[config.mk]
export PLATFORM = sky130hd
export DESIGN_NAME = uart_cmd_scheduler
export DESIGN_NICKNAME = d
export VERILOG_FILES = /design/src/rtl/uart_pkg.sv /design/src/rtl/rx_edge_detect.sv /design/src/rtl/uart_cmd_scheduler.sv
export SDC_FILE = /design/constraint.sdc
export NUM_CORES = 1
export LEC_CHECK = 0
export CAP_MARGIN = 40
export CORE_ASPECT_RATIO = 0.8
export CORE_UTILIZATION = 60
export DETAILED_ROUTE_END_ITERATION = 8
export PLACE_DENSITY = 0.95
export RECOVER_POWER = 25
export SLEW_MARGIN = 20
export SYNTH_ARGS = -nofsm -noshare
export SYNTH_HDL_FRONTEND = slang
export SYNTH_SLANG_ARGS = --single-unit
[constraint.sdc]
create_clock -name clk_115200hz -period 4.5 [get_ports clk_115200hz]
set_input_delay 0.9 -clock clk_115200hz [delete_from_list [all_inputs] [get_ports clk_115200hz]]
set_output_delay 0.9 -clock clk_115200hz [all_outputs]
set_load 0.03 [all_outputs]
[src/rtl/uart_pkg.sv]
// Shared definitions for the UART command scheduler: opcodes, response codes,
// FSM encoding and the counter width used by both timeouts.
package uart_pkg;

    localparam int unsigned BAUD_CLK_HZ = 115200;
    localparam int unsigned CNT_W       = 18;

    // Request opcodes
    localparam logic [7:0] CMD_STATUS = 8'h00;
    localparam logic [7:0] CMD_TEMP   = 8'h01;
    localparam logic [7:0] CMD_HUM    = 8'h02;
    localparam logic [7:0] CMD_DIAG   = 8'h03;

    // Response codes
    localparam logic [7:0] RSP_STATUS   = 8'h07;
    localparam logic [7:0] RSP_OK       = 8'h08;
    localparam logic [7:0] RSP_BAD_CMD  = 8'hE1;
    localparam logic [7:0] RSP_BAD_ADDR = 8'hE2;
    localparam logic [7:0] RSP_SNS_ERR  = 8'hE3;
    localparam logic [7:0] RSP_SNS_TMO  = 8'hE4;

    typedef enum logic [2:0] {
        StIdle,
        StWaitAddr,
        StCheck,
        StWaitSns,
        StResp,
        StSend1,
        StSend2
    } sched_state_e;

    // Opcodes are contiguous from STATUS up to DIAG.
    function automatic logic is_valid_cmd(input logic [7:0] cmd);
        return cmd <= CMD_DIAG;
    endfunction

endpackage

[src/rtl/rx_edge_detect.sv]
// Turns the receiver's byte-ready level into one single-cycle event per byte.
module rx_edge_detect (
    input  logic clk_115200hz,
    input  logic rst_n,
    input  logic rx_valid,
    output logic byte_evt
);

    logic rx_valid_q;

    // Remember last cycle's level so a long level yields only one event.
    always_ff @(posedge clk_115200hz or negedge rst_n) begin
        if (!rst_n) begin
            rx_valid_q <= 1'b0;
        end else begin
            rx_valid_q <= rx_valid;
        end
    end

    assign byte_evt = rx_valid & ~rx_valid_q;

endmodule

[src/rtl/uart_cmd_scheduler.sv]
// Command sequencer: assembles cmd/addr from the UART receiver, dispatches to a
// sensor channel with timeout, and returns a two-byte response via the transmitter.
module uart_cmd_scheduler
    import uart_pkg::*;
#(
    parameter int unsigned N_SNS       = 32,
    parameter int unsigned ADDR_W      = 5,
    parameter int unsigned GAP_TIMEOUT = BAUD_CLK_HZ / 10,
    parameter int unsigned SNS_TIMEOUT = 2 * BAUD_CLK_HZ
) (
    input  logic              clk_115200hz,
    input  logic              rst_n,
    input  logic [7:0]        rx_data,
    input  logic              rx_valid,
    output logic [ADDR_W-1:0] sns_sel,
    output logic [7:0]        sns_cmd,
    output logic              sns_req,
    input  logic              sns_done,
    input  logic              sns_err,
    input  logic [7:0]        sns_data,
    output logic [7:0]        tx_data,
    output logic              tx_start,
    input  logic              tx_busy,
    output logic              busy,
    output logic              ovr
);

    localparam logic [CNT_W-1:0] GAP_LIM   = CNT_W'(GAP_TIMEOUT);
    localparam logic [CNT_W-1:0] SNS_LIM   = CNT_W'(SNS_TIMEOUT);
    localparam logic [CNT_W-1:0] CNT_MAX   = '1;
    localparam logic [8:0]       N_SNS_LIM = 9'(N_SNS);

    sched_state_e      state_q, state_d;
    logic [CNT_W-1:0]  cnt_q, cnt_d;
    logic [7:0]        cmd_q, cmd_d;
    logic [7:0]        addr_q, addr_d;
    logic [ADDR_W-1:0] sns_sel_q, sns_sel_d;
    logic [7:0]        sns_cmd_q, sns_cmd_d;
    logic [7:0]        tx_data_q, tx_data_d;
    logic [7:0]        payload_q, payload_d;
    logic              ovr_q, ovr_d;
    logic              ovr_clr;
    logic              byte_evt;

    rx_edge_detect u_rx_edge_detect (
        .clk_115200hz (clk_115200hz),
        .rst_n        (rst_n),
        .rx_valid     (rx_valid),
        .byte_evt     (byte_evt)
    );

    // State and datapath registers; reset aborts any request in flight.
    always_ff @(posedge clk_115200hz or negedge rst_n) begin
        if (!rst_n) begin
            state_q   <= StIdle;
            cnt_q     <= '0;
            cmd_q     <= '0;
            addr_q    <= '0;
            sns_sel_q <= '0;
            sns_cmd_q <= '0;
            tx_data_q <= '0;
            payload_q <= '0;
            ovr_q     <= 1'b0;
        end else begin
            state_q   <= state_d;
            cnt_q     <= cnt_d;
            cmd_q     <= cmd_d;
            addr_q    <= addr_d;
            sns_sel_q <= sns_sel_d;
            sns_cmd_q <= sns_cmd_d;
            tx_data_q <= tx_data_d;
            payload_q <= payload_d;
            ovr_q     <= ovr_d;
        end
    end

    // Next-state, response selection and the transmitter start strobe.
    always_comb begin
        state_d   = state_q;
        cmd_d     = cmd_q;
        addr_d    = addr_q;
        sns_sel_d = sns_sel_q;
        sns_cmd_d = sns_cmd_q;
        tx_data_d = tx_data_q;
        payload_d = payload_q;
        ovr_clr   = 1'b0;
        tx_start  = 1'b0;

        unique case (state_q)
            StIdle: begin
                if (byte_evt) begin
                    cmd_d   = rx_data;
                    state_d = StWaitAddr;
                end
            end
            StWaitAddr: begin
                if (byte_evt) begin
                    addr_d  = rx_data;
                    state_d = StCheck;
                end else if (cnt_q >= GAP_LIM) begin
                    state_d = StIdle;
                end
            end
            StCheck: begin
                if (!is_valid_cmd(cmd_q)) begin
                    tx_data_d = RSP_BAD_CMD;
                    payload_d = cmd_q;
                    state_d   = StResp;
                end else if ({1'b0, addr_q} >= N_SNS_LIM) begin
                    tx_data_d = RSP_BAD_ADDR;
                    payload_d = addr_q;
                    state_d   = StResp;
                end else if (cmd_q == CMD_STATUS) begin
                    tx_data_d = RSP_STATUS;
                    payload_d = {ovr_q, 2'b00, addr_q[4:0]};
                    ovr_clr   = 1'b1;
                    state_d   = StResp;
                end else begin
                    sns_sel_d = addr_q[ADDR_W-1:0];
                    sns_cmd_d = cmd_q;
                    state_d   = StWaitSns;
                end
            end
            StWaitSns: begin
                // A completion in the timeout cycle still counts as a completion.
                if (sns_done) begin
                    tx_data_d = sns_err ? RSP_SNS_ERR : RSP_OK;
                    payload_d = sns_data;
                    state_d   = StResp;
                end else if (cnt_q >= SNS_LIM) begin
                    tx_data_d = RSP_SNS_TMO;
                    payload_d = 8'h00;
                    state_d   = StResp;
                end
            end
            StResp: begin
                // Code byte is on tx_data; swap in the payload as the start is taken.
                if (!tx_busy) begin
                    tx_start  = 1'b1;
                    tx_data_d = payload_q;
                    state_d   = StSend1;
                end
            end
            StSend1: begin
                // First cycle skipped: tx_busy only rises the cycle after tx_start.
                if (cnt_q != '0 && !tx_busy) begin
                    tx_start = 1'b1;
                    state_d  = StSend2;
                end
            end
            StSend2: begin
                if (cnt_q != '0 && !tx_busy) begin
                    state_d = StIdle;
                end
            end
            default: state_d = StIdle;
        endcase

        // Late bytes are dropped; setting wins over the STATUS clear.
        ovr_d = ovr_q;
        if (byte_evt && state_q != StIdle && state_q != StWaitAddr) begin
            ovr_d = 1'b1;
        end else if (ovr_clr) begin
            ovr_d = 1'b0;
        end

        // Shared timeout counter: cleared on every state entry, saturating.
        if (state_d != state_q) begin
            cnt_d = '0;
        end else if (cnt_q != CNT_MAX) begin
            cnt_d = cnt_q + 1'b1;
        end else begin
            cnt_d = cnt_q;
        end
    end

    assign sns_sel = sns_sel_q;
    assign sns_cmd = sns_cmd_q;
    assign sns_req = (state_q == StWaitSns);
    assign tx_data = tx_data_q;
    assign busy    = (state_q != StIdle);
    assign ovr     = ovr_q;

endmodule

==> metrics <==
crit path buf inv count=2; post-CTS setup buffers=0; Die H=71.4 um; VDD IR max=0.341 mV; cell area after synthesis=3610 um^2; Slowest-stage cell, CP=clkdlybuf4s50_1; YS warnings=0; actual slew at the worst max-slew pin=1.46 ns; R2R Path End=tx_data[3]; worst r2r path cells=6; Layout Utilization=77.0%; sequential area share after synthesis=47.1%; CTS Buf Count=9; sequential share of power=38.8%; CTS tree=yes; ys async rst share=100%; Reg area=1700 um^2; Fin. Hold Viols=0; R2R Setup Slk=1.32 ns; P_leak=1.81 nW; Crit Path Class=reg -> out; Post-Syn Area per Cell=10.5 um^2; combinational share of power=39.1%; Multi-input gate area=1770 um^2; Worst Hold Class=reg -> reg; Die Area=6340 um^2; H-tree levels=3; FP Rows=24; first drt pass iteration count=8; clk sinks=68; Tcrit/Tclk final=82.3%; vias in the first global route=2970; RSZ-0062 raised after global routing=false; reg2reg start=cmd_q[4]; CP startpoint kind=flip-flop; worst-path fanout max=5; Antenna Nets Post-Route=0; CTS Hold Buffers Added=0; CP top delay family=buffers and inverters; status=finished, final reports clean; fin cells=471; Post-route DRC=0; setup TNS=0 ns; Fill cells=332; Most used DFF post-synth=dfrtp_1; Pwr per Cell Area=559 nW/um^2; Max Slew Vio Count=0; Syn Nets=368; clk_lat worst skew=0.36 ns; Syn Inst Count=344; WP data required=3.60 ns; switch share=40.7%; Initial Utilization=64.3%; DPL Wire Length=5.71 mm; first-pass GRT wire length=14.9 mm; Cell Count Post-Placement=455; gr usage total=31.8%; total number of vias=3084; core outline area=5620 um^2; min Tclk post-route=3.70 ns; PostCTS Resize Cnt=0; Synth-to-Final Area Change=19.7%; root buffer cell=clkbuf_8; IO Count=47; Int Pwr=1.43 mW; GP Congestion=0.956; Port Buf Inserts=46; Max-Cap Viols=0; worst-case clock buffer depth=2; # diodes=0; synth unique cells=54; Routed WL per cell=19.4 um; total global routing overflow=0; Worst Skew=0.0131 ns; Clk network pwr share=22.1%; Worst Hold Endpoint=sns_cmd[4]; clock-pin slew on the worst setup and hold paths=0.07 ns; Seq cells post-synth=68; vias per cell=6.55; Hold Path Stages=1; Worst setup EP type=output pin; CP arrival=2.80 ns; DR iter-0 viols=467; antenna violations before repair=0; Routed WL=9.13 mm; largest net degree at the start of global routing=29; final setup fails=0; Nets=412; EDFF count, synth=0; Psw=0.984 mW; f_max=270 MHz; CP cell instances=inv_1, ha_1, nor4b_1, nand3_1, nor2_1, a2111oi_0, clkdlybuf4s50_1; share of layout cells above drive strength 1=17.3%; die width=88.8 um; Hold Crit Start=sns_cmd[4]; CP peak stage delay=0.76 ns; max_slew headroom=2.47%
-- placed cells by master (no fill, tap or decap), types with 5 or more instances in the layout --
cell type        instances
xnor2_1                  8
nor4_1                   9
inv_1                   11
clkbuf_8                11
nand3_1                 15
nor2b_1                  9
nor3_1                   6
dfrtp_1                 68
mux2_2                  27
clkdlybuf4s50_1         45
nand2b_1                 5
buf_4                    5
nor4_2                   9
a21oi_1                 15
mux2i_1                 10
nor2_1                  14
nand2_1                 39
o21ai_0                 20
-- through the flow --
step | instance area (um^2) | setup slack (ns) | hold slack [ns] | total power [mW]
after global placement | 4110 | 1.22 | 0.482 | 1.79
after floorplan | 3610 | 1.02 | 0.462 | 1.55
after detailed placement | 4130 | 1.16 | 0.489 | 1.83
final | 4320 | 0.796 | 0.505 | 2.42
after global routing | 4320 | 0.604 | 0.513 | 2.52
after CTS | 4340 | 0.873 | 0.444 | 2.39
-- cells by family (layout without fill, tap and decap cells) --
kind of cell / after synthesis / after routing / share of synthesized area, %
multiplexers: 37 / 37 / 11.2
AO/OA/AOI/OAI: 57 / 57 / 10.7
buffers and inverters: 31 / 80 / 4.02
flip-flops: 68 / 68 / 47.1
AND/OR/NAND/NOR: 137 / 137 / 23.3
XOR/XNOR: 12 / 12 / 2.91
adder cells (fa/ha/maj): 2 / 2 / 0.693
-- cells in the mapped netlist, types with 3 or more instances --
| master | number | area share, % |
|---|---|---|
| nor2_1 | 14 | 1.5 |
| nor4b_1 | 3 | 0.73 |
| xor2_1 | 4 | 0.97 |
| clkbuf_1 | 12 | 1.2 |
| buf_6 | 3 | 0.94 |
| nor2b_1 | 9 | 1.6 |
| nand4_1 | 4 | 0.69 |
| mux2i_1 | 10 | 2.8 |
| nand2_1 | 39 | 4.1 |
| nor4_2 | 10 | 3.5 |
| xnor2_1 | 8 | 1.9 |
| mux2_2 | 27 | 8.4 |
| nor4_4 | 3 | 1.8 |
| nand3_1 | 15 | 2.1 |
| nand2b_1 | 5 | 0.87 |
| o21ai_0 | 20 | 2.8 |
| and3_1 | 4 | 0.69 |
| nor3_1 | 6 | 0.83 |
| a21oi_1 | 15 | 2.1 |
| inv_1 | 11 | 1.1 |
| dfrtp_1 | 68 | 47 |
| and4_1 | 3 | 0.73 |
| nor4_1 | 9 | 1.6 |
-- flip-flops by register name, indices dropped and copies added, names as in the netlist --
name / count
sns_sel: 5
cnt_q: 18
cmd_q: 8
addr_q: 8
state_q: 3
tx_data: 8
u_rx_edge_detect.rx_valid_q: 1
payload_q: 8
sns_cmd: 8
ovr: 1
-- area by class of cell --
type	instances	share of cell area [%]
clock inverter	5	1.36
inverter	12	1.04
multi-input combinational	245	41.0
clock buffer	11	3.50
sequential	68	39.4
tap	78	2.26
timing repair buffer	52	11.5
-- power groups by stage --
stage,clock [mW],combinational [mW],sequential (mW)
6_report,0.534,0.944,0.937
5_1_grt,0.554,1.02,0.948
2_1_floorplan,0,0.635,0.916
4_1_cts,0.535,0.929,0.925
3_5_place_dp,0,0.902,0.926
3_3_place_gp,0,0.874,0.915
-- how the worst max path moves through the flow --
| stage | start | endpoint | cells past startpoint |
|---|---|---|---|
| finish | cnt_q[0] | tx_start | 7 |
| floorplan | cnt_q[0] | tx_start | 6 |
| global route | cnt_q[0] | tx_start | 7 |
| detailed placement | tx_busy | tx_start | 3 |
| global placement | tx_busy | tx_start | 3 |
| CTS | cnt_q[0] | tx_start | 7 |
-- worst register-to-register path, delay by kind of cell (launching register included) --
kind	cells	cell delay (ns)
AND/OR/NAND/NOR	4	1.99
flip-flops	1	0.41
buffers and inverters	1	0.35
multiplexers	1	0.31
-- per-layer routing --
layer	GRT usage (%)	part of all wire, %	wire length, um
met1	42.4	40	3680
met4	21.3	6.8	619
met3	8.18	10	922
met2	45.8	43	3910
met5	0	0	0
No activity file was read; power rests on OpenSTA's default activity.
